[config.mk]
export PLATFORM = sky130hd
export DESIGN_NAME = mmio_uart_tx
export DESIGN_NICKNAME = d
export VERILOG_FILES = /design/src/rtl/mmio_uart_tx_pkg.sv /design/src/rtl/mmio_tx_fifo.sv /design/src/rtl/mmio_uart_tx.sv
export SDC_FILE = /design/constraint.sdc
export NUM_CORES = 1
export LEC_CHECK = 0
export ABC_AREA = 0
export BUFFER_PORTS_ARGS = -buffer_cell sky130_fd_sc_hd__buf_2
export CORE_UTILIZATION = 61
export DETAILED_ROUTE_END_ITERATION = 8
export GPL_ROUTABILITY_DRIVEN = 0
export PLACE_DENSITY = 0.84
export RECOVER_POWER = 25
export SKIP_CTS_REPAIR_TIMING = 1
export SYNTH_ARGS = -nofsm -noshare
export SYNTH_HDL_FRONTEND = slang
export SYNTH_SLANG_ARGS = --single-unit
[constraint.sdc]
create_clock -name clock -period 6.6 [get_ports clock]
set_input_delay 1.32 -clock clock [delete_from_list [all_inputs] [get_ports clock]]
set_output_delay 1.32 -clock clock [all_outputs]
set_load 0.03 [all_outputs]
[src/rtl/mmio_uart_tx_pkg.sv]
// Shared definitions for the MMIO UART transmitter: FSM state type, status
// word bit positions and the payload width used by the transmit FIFO.
package mmio_uart_tx_pkg;

  localparam int unsigned BYTE_W   = 8;
  localparam int unsigned STATUS_W = 32;
  localparam int unsigned COUNT_W  = 8;

  typedef enum logic [1:0] {
    IDLE  = 2'd0,
    START = 2'd1,
    DATA  = 2'd2,
    STOP  = 2'd3
  } UartTxState_t;

  // status_word bit positions
  localparam int unsigned ACK       = 8;
  localparam int unsigned FULL      = 9;
  localparam int unsigned EMPTY     = 10;
  localparam int unsigned ACTIVE    = 11;
  localparam int unsigned OVERFLOW  = 12;
  localparam int unsigned COUNT_LSB = 16;

endpackage

[src/rtl/mmio_tx_fifo.sv]
// Byte FIFO feeding the UART shifter. pop_data shows the head entry
// combinationally so the shifter can load it on the pop edge.
// Ports:
//   clock, reset (async, active-low)
//   push, push_data : write request and byte
//   pop             : remove head entry
//   pop_data        : head entry
//   full, empty     : occupancy flags
//   count           : number of stored entries (0..DEPTH)
module mmio_tx_fifo
  import mmio_uart_tx_pkg::*;
#(
  parameter int unsigned DEPTH = 8
) (
  input  logic                     clock,
  input  logic                     reset,
  input  logic                     push,
  input  logic [BYTE_W-1:0]        push_data,
  input  logic                     pop,
  output logic [BYTE_W-1:0]        pop_data,
  output logic                     full,
  output logic                     empty,
  output logic [$clog2(DEPTH):0]   count
);

  localparam int unsigned PTR_W = $clog2(DEPTH);
  localparam int unsigned CNT_W = PTR_W + 1;

  logic [BYTE_W-1:0] mem [DEPTH];
  logic [PTR_W-1:0]  wr_ptr;
  logic [PTR_W-1:0]  rd_ptr;
  logic              do_push;
  logic              do_pop;

  assign full     = (count == CNT_W'(DEPTH));
  assign empty    = (count == '0);
  assign pop_data = mem[rd_ptr];

  // A push into a full FIFO is legal only when the head leaves the same edge.
  assign do_pop  = pop && !empty;
  assign do_push = push && (!full || do_pop);

  // Storage: no reset needed, validity is tracked by count.
  always_ff @(posedge clock) begin
    if (do_push) begin
      mem[wr_ptr] <= push_data;
    end
  end

  // Pointers wrap naturally at the power-of-two depth.
  always_ff @(posedge clock or negedge reset) begin
    if (!reset) begin
      wr_ptr <= '0;
      rd_ptr <= '0;
      count  <= '0;
    end else begin
      if (do_push) wr_ptr <= wr_ptr + PTR_W'(1);
      if (do_pop)  rd_ptr <= rd_ptr + PTR_W'(1);
      case ({do_push, do_pop})
        2'b10:   count <= count + CNT_W'(1);
        2'b01:   count <= count - CNT_W'(1);
        default: ;
      endcase
    end
  end

endmodule

[src/rtl/mmio_uart_tx.sv]
// MMIO-driven UART transmitter (8N1, LSB first) with a transmit FIFO.
// Ports:
//   clock, reset (async, active-low)
//   command_word : [7:0] byte, [8] send toggle, [9] overflow-clear toggle
//   status_word  : ack/full/empty/active/overflow flags and FIFO count
//   tx           : serial line, idle high
//   busy         : transmitter active or bytes still queued
module mmio_uart_tx
  import mmio_uart_tx_pkg::*;
#(
  parameter int unsigned CLOCKS_PER_BIT = 434,
  parameter int unsigned FIFO_DEPTH     = 8
) (
  input  logic                clock,
  input  logic                reset,
  input  logic [31:0]         command_word,
  output logic [STATUS_W-1:0] status_word,
  output logic                tx,
  output logic                busy
);

  localparam int unsigned BAUD_W = $clog2(CLOCKS_PER_BIT);
  localparam int unsigned CNT_W  = $clog2(FIFO_DEPTH) + 1;
  localparam logic [BAUD_W-1:0] BAUD_LAST = BAUD_W'(CLOCKS_PER_BIT - 1);

  UartTxState_t      state;
  logic [BAUD_W-1:0] baud;
  logic [2:0]        bit_idx;
  logic [BYTE_W-1:0] shifter;
  logic              prev_send;
  logic              prev_clear;
  logic              overflow;

  logic              fifo_full;
  logic              fifo_empty;
  logic [CNT_W-1:0]  fifo_count;
  logic [BYTE_W-1:0] fifo_data;

  logic              send_req_c;
  logic              clear_req_c;
  logic              bit_end_c;
  logic              pop_c;
  logic              push_c;
  logic              drop_c;
  logic [21:0]       unused_cmd;

  assign unused_cmd = command_word[31:10];

  // Toggle-style handshake: a request is any difference from last cycle.
  assign send_req_c  = command_word[8] ^ prev_send;
  assign clear_req_c = command_word[9] ^ prev_clear;
  assign bit_end_c   = (baud == BAUD_LAST);

  // Pop from IDLE, or at the very end of STOP so frames run back to back.
  assign pop_c  = !fifo_empty && ((state == IDLE) || ((state == STOP) && bit_end_c));
  assign push_c = send_req_c && (!fifo_full || pop_c);
  assign drop_c = send_req_c && !push_c;

  mmio_tx_fifo #(
    .DEPTH (FIFO_DEPTH)
  ) u_fifo (
    .clock     (clock),
    .reset     (reset),
    .push      (push_c),
    .push_data (command_word[7:0]),
    .pop       (pop_c),
    .pop_data  (fifo_data),
    .full      (fifo_full),
    .empty     (fifo_empty),
    .count     (fifo_count)
  );

  // Request edge detection and sticky overflow; a drop wins over a clear.
  always_ff @(posedge clock or negedge reset) begin
    if (!reset) begin
      prev_send  <= 1'b0;
      prev_clear <= 1'b0;
      overflow   <= 1'b0;
    end else begin
      prev_send  <= command_word[8];
      prev_clear <= command_word[9];
      if (drop_c) begin
        overflow <= 1'b1;
      end else if (clear_req_c) begin
        overflow <= 1'b0;
      end
    end
  end

  // Frame FSM; tx is loaded with the level of the state being entered.
  always_ff @(posedge clock or negedge reset) begin
    if (!reset) begin
      state   <= IDLE;
      baud    <= '0;
      bit_idx <= '0;
      shifter <= '0;
      tx      <= 1'b1;
    end else begin
      case (state)
        IDLE: begin
          baud    <= '0;
          bit_idx <= '0;
          tx      <= 1'b1;
          if (pop_c) begin
            shifter <= fifo_data;
            state   <= START;
            tx      <= 1'b0;
          end
        end
        START: begin
          if (bit_end_c) begin
            baud  <= '0;
            state <= DATA;
            tx    <= shifter[0];
          end else begin
            baud <= baud + BAUD_W'(1);
          end
        end
        DATA: begin
          if (bit_end_c) begin
            baud <= '0;
            if (bit_idx == 3'd7) begin
              bit_idx <= '0;
              state   <= STOP;
              tx      <= 1'b1;
            end else begin
              bit_idx <= bit_idx + 3'd1;
              shifter <= shifter >> 1;
              tx      <= shifter[1];
            end
          end else begin
            baud <= baud + BAUD_W'(1);
          end
        end
        STOP: begin
          if (bit_end_c) begin
            baud <= '0;
            if (pop_c) begin
              shifter <= fifo_data;
              state   <= START;
              tx      <= 1'b0;
            end else begin
              state <= IDLE;
              tx    <= 1'b1;
            end
          end else begin
            baud <= baud + BAUD_W'(1);
          end
        end
        default: begin
          state <= IDLE;
          tx    <= 1'b1;
        end
      endcase
    end
  end

  // Status is assembled purely from registered state.
  always_comb begin
    status_word = '0;
    status_word[ACK]      = prev_send;
    status_word[FULL]     = fifo_full;
    status_word[EMPTY]    = fifo_empty;
    status_word[ACTIVE]   = (state != IDLE);
    status_word[OVERFLOW] = overflow;
    status_word[COUNT_LSB +: COUNT_W] = COUNT_W'(fifo_count);
  end

  assign busy = (state != IDLE) || !fifo_empty;

endmodule

# == Word level (Yosys, flattened, before mapping) ==
# Memory sizes are Yosys's and may differ from the RTL's.
# Cells that the tools add are included.
# op_classes
add_sub_neg,6
n_mul,0
n_div,0
n_lt_le_gt_ge,0
eq_ne,14
n_shift,0
n_mux,28
n_bitwise,2
reduce_logical,25
# op_table
op,n
$mux W8,4
$pmux W8 S3,1
$pmux W9 S2,1
$ne A2 B2 Y1 const B,6
$mux W1,10
$mux W2,5
$add A3 B1 Y3 const B,3
$add A9 B1 Y9 const B,1
$eq A9 B9 Y1 const B,1
$mux W9,1
$pmux W2 S4,1
$pmux W4 S2,1
$reduce_bool A2 Y1,4
$eq A2 B2 Y1 const B,3
$logic_and A1 B1 Y1,6
$mux W3,2
$pmux W3 S2,1
$reduce_and A5 Y1,1
$add A4 B1 Y4 const B,1
$eq A2 B1 Y1 const B,2
$eq A4 B4 Y1 const B,1
$logic_not A4 Y1,1
$logic_or A1 B1 Y1,4
$pmux W1 S4,1
10 further kinds,13
# word_totals
register_bits,36
latchBits,0
mem_bits_rw,64
romBits,0
in_bits,34
out_inout_bits,34
mem_count,1
# memory_table
name,words,word_bits,read_ports,rd_clocked_by_memory_dff,write_ports,line,rtl
u_fifo.mem,8,8,1,0,1,mmio_tx_fifo.sv:29,logic [BYTE_W-1:0] mem [DEPTH];

# == Depth between registers and ports, before layout ==
# depth
ltp_word,9
mapped_depth,13

# == By module ==
# Synthesis repeated with hierarchy kept, for this count alone.
# hier_totals
hier_cells,325
hier_area_um2,4748.3
# by_module_without_submodules
mod,n_inst,cells_per_inst,area_per_inst_um2,seq_area_each_um2
mmio_tx_fifo,1,162,3150.5,2172.1
mmio_uart_tx,1,163,1597.8,651.9

# == Worst setup path after synthesis ==
# OpenSTA, ideal clock, no wires.
# synth_timing
kind,input to register
start,input command_word[8]
end,register u_fifo.count[3]
setup_ps,137
arrival_ps,3042
t_required_ps,6463
path_slack_ps,3421
path_stages,10
path_buffers,1
path_cell_list,xor2_1 -> a21boi_1 -> buf_2 -> inv_1 -> ha_1 -> ha_1 -> a21o_1 -> a21oi_1 -> mux2i_1 -> xnor2_1
# synth_via
elab_chain_len,5
# synth_rtl
element,line,rtl
"start, declared",mmio_uart_tx.sv:16,"input logic [31:0] command_word,"
$xor A1 B1 Y1 (*),mmio_uart_tx.sv:50,assign send_req_c = command_word[8] ^ prev_send;
$logic_and A1 B1 Y1 (*),mmio_uart_tx.sv:56,assign push_c = send_req_c && (!fifo_full || pop_c);
$logic_and A1 B1 Y1 (*),mmio_tx_fifo.sv:41,assign do_push = push && (!full || do_pop);
$eq A2 B1 Y1 or $eq A2 B2 Y1 (tied branches),mmio_tx_fifo.sv:59,"case ({do_push, do_pop})"
$pmux W4 S2 or $reduce_bool A2 Y1 (tied branches),-,
"end signal, assigned",mmio_tx_fifo.sv:60,2'b10: count <= count + CNT_W'(1);
"end signal, assigned",mmio_tx_fifo.sv:61,2'b01: count <= count - CNT_W'(1);
"end, declared",mmio_tx_fifo.sv:23,output logic [$clog2(DEPTH):0] count
# Mark *: on every way between the ends. The rest lies on a longest branch, timed or not.
# A chain may end at the register's enable or synchronous reset.

# == Worst setup path in the final report ==
# Same ends and word-level chain as after synthesis.

==> metrics list <==
- The die covers 8070 um2.
- Maximum fanout encountered on the critical timing path: 11
- The initialized floorplan defines 31 standard-cell rows.
- Post-CTS clock slew at the launch and capture registers of the worst setup and hold paths: about 110 ps
- For this run, the top clock speed supported by timing is 303 MHz.
- Via count of the first global-routing pass: 2591
- After detailed routing, the number of remaining DRC violations is 0.
- TritonCTS clock tree: done
- Clock tree root driver cell: clkbuf_8
- Layout Nets: 388
* Cell area after synthesis: 4710 um2
* Largest voltage drop on the vdd net: roughly 0.22 mV
- Power density normalized to cell area: 433 nW/um2
* ANT nets after route: 0
* First-pass GRT wire length: between 10000 and 15000 um
- Total Power Consumption: approximately 2.1 mW
- Boundary Pins: 68
- The slowest stage of the critical path is the a21boi_1 cell.
- By startpoint and endpoint, the worst setup path is classified as input pin to flip-flop.
- Maximum Capacitance Violations: 0
- Starting density of the core: 0.639
* Number of pins exceeding their max-slew limit in the final report: 0
* Vias after detailed routing: 2580
- Signed area change from the synthesized netlist to the final layout: 5.37%
- The final hold violation count was 0.
* Total half-perimeter wirelength after legalization and detailed placement: 5390 um
* Grt ovf: 0
* Worst skew pair latency: 380 ps
- After routing, the total negative slack on setup checks comes to 0 ps.
- Count of port buffers added during placement: 22
- The flow ran to the end, and the final reports show no timing, DRC or antenna violations.
* Antenna Cells: 0
- Hold Crit Class: flip-flop to flip-flop
* Filler Cells Inserted: approximately 520
* Yosys warnings: 0
- Drt first-iter violations: ~200
- Measured against its own limit, the worst slew margin works out to 0.290.
- Setup slack on the worst reg-to-reg path comes out at 3460 ps.
- For this run, the register share of the synthesized area comes to 0.600.
- After detailed routing, the average wire length per cell comes to 17.9 um.
* Crit-path most repeated cell: ha_1
- The number of different library cells used by synthesis comes to 61.
- The signal on the critical path passes through clkbuf_1, xor2_1, a21boi_1, inv_1, ha_1, ha_1, a21o_1, a21oi_1, mux2i_1, xnor2_1.
- Most common library cell in the layout ignoring fill and taps: edfxtp_1
* Fraction of registers with async set/reset: 0.360
- The average instance in the mapped netlist occupies 14.7 um2.
* Setup violators final: 0
- Most frequent cells in the layout: 64 x edfxtp_1, 35 x dfrtp_1, 23 x conb_1
* RSZ-0062 raised after global routing: false
- Of the cells placed in the final design, the portion with a size suffix greater than 1 is 0.183.
- The pre-antenna-repair detailed-routing pass consisted of 4 iterations.
* Total global-route track usage: 0.215
- The most used flip-flop cell after synthesis is edfxtp_1.
- Number of vias per cell: 5.82
- Once placement completed, the tool counted placed cells totaling between 400 and 500.
- Worst setup slack after placement: 2920 ps
- Required time worst endpoint: 6910 ps
- Counting the buffers created by CTS gives 9.
* CTS Sinks: 100
* Design Area, Final: 4960 um2
* Initial antenna violation count: 0
- STA classifies the critical path startpoint as an input pin.
- Post-layout worst setup margin: 3300 ps
* Slew @ Worst Pin: 1060 ps
* Final Instance Count excl. Fillers: about 440
- The die is around 90 um wide.
- Leak: 1.89 nW
- CP max stage delay: a little over 600 ps
* Vertical die dimension: 89.8 um
- The worst path in the final design needs a cycle of 3300 ps, including I/O delays and setup.
* Synthesis-stage register bit count: 100
* Core utilization of the finished layout: 0.673
- The H-tree generated during clock tree synthesis spans 3 levels.
- The clock passes through at most 2 buffers.
- For this block, the routed nets add up to 7950 um of wire.
* Core Footprint: 7370 um2
- Layout Skew: between 15 and 20 ps
- Share of the clock period used by the worst path after layout: 0.501
- Entering global routing, the biggest net connects 37 pins.
- The worst setup path is captured at a flip-flop.
- EDFF count, synth: 64
- Across all hold checks on the routed design, the worst slack comes to 496 ps.
* Instance area after placement: 4760 um2
- At the worst endpoint, the arrival time is 3610 ps.
- After technology mapping, the gate count stands at 321.
logic make-up after synthesis:
| kind of cell | count (synthesis) | synth area share |
|---|---|---|
| compound gates | 48 | 0.0731 |
| xor+xnor | 14 | 0.0261 |
| fa+ha+maj | 15 | 0.0415 |
| buf+inv | 54 | 0.0705 |
| flops | 100 | 0.600 |
| mux | 31 | 0.108 |
| other cells | 1 | 0.000797 |
| simple gates | 58 | 0.0803 |
flip-flops by register name, indices dropped and copies added, names as in the netlist:
register and flops:
u_fifo.mem 64, baud 9, shifter 8, u_fifo.count 4, bit_idx 3, u_fifo.rd_ptr 3
u_fifo.wr_ptr 3, state 2, overflow 1, prev_clear 1, prev_send 1, tx 1
path summary, 6_finish.rpt:
path	cells after the start	start	to
max in group asynchronous	1	reset	shifter[3]$_DFFE_PN0P_
hold reg to reg	1	overflow$_DFFE_PN0P_	overflow$_DFFE_PN0P_
hold / removal	1	overflow$_DFFE_PN0P_	overflow$_DFFE_PN0P_
setup / recovery	10	command_word[8]	u_fifo.count[3]$_DFFE_PN0P_
min in group asynchronous	1	reset	baud[7]$_DFF_PN0_
setup reg to reg	11	state[0]$_DFFE_PN0P_	u_fifo.count[3]$_DFFE_PN0P_
report_power, final:
group / switching [mW] / total, mW / internal, mW
clock: 0.244 / 0.397 / 0.154
combinational: 0.422 / 0.773 / 0.351
sequential: 0.157 / 0.974 / 0.817
worst max-delay path, delay by kind of cell:
| family | cells | cell delay, ps |
|---|---|---|
| mux | 1 | 230 |
| compound gates | 3 | 960 |
| buf+inv | 2 | 220 |
| fa+ha+maj | 2 | 530 |
| xor+xnor | 2 | 350 |
metal layers:
layer  GRT usage  up-vias  share of wire
met5           0        -              0
met4      0.0628        0          0.015
met1       0.276     1303           0.44
met2       0.359       66           0.50
met3      0.0601        9          0.039
li1            -     1202              -
synth_stat cells (all sizes together), types with 2 or more instances:
cell,instances,area share
edfxtp,64,0.41
dfrtp,35,0.19
buf,34,0.054
nor2,18,0.016
inv,15,0.012
mux4,15,0.072
ha,14,0.037
o21ai,12,0.013
a21oi,9,0.0096
mux2i,9,0.019
nand2,8,0.0064
mux2,7,0.017
o22ai,7,0.012
xnor2,7,0.013
xor2,7,0.013
a211oi,4,0.0064
and4b,4,0.0085
clkbuf,4,0.0035
nand3,4,0.0043
nor3,3,0.0043
o22a,3,0.0056
a21boi,2,0.0032
a32o,2,0.0043
and4bb,2,0.0053
nor2b,2,0.0027
nor4,2,0.0072
or2,2,0.0027
or3,2,0.0027
layout make-up:
type | count | area (um2) | share of cell area
clock inverters | 7 | 88.8 | 0.0179
clock buffers | 9 | 124 | 0.0250
repair buffers | 23 | 105 | 0.0212
flip-flops and latches | 100 | 2820 | 0.570
multi-input cells | 189 | 1630 | 0.329
well taps | 99 | 124 | 0.0250
inverters | 16 | 60.1 | 0.0121
No activity file was read; power rests on OpenSTA's default activity.
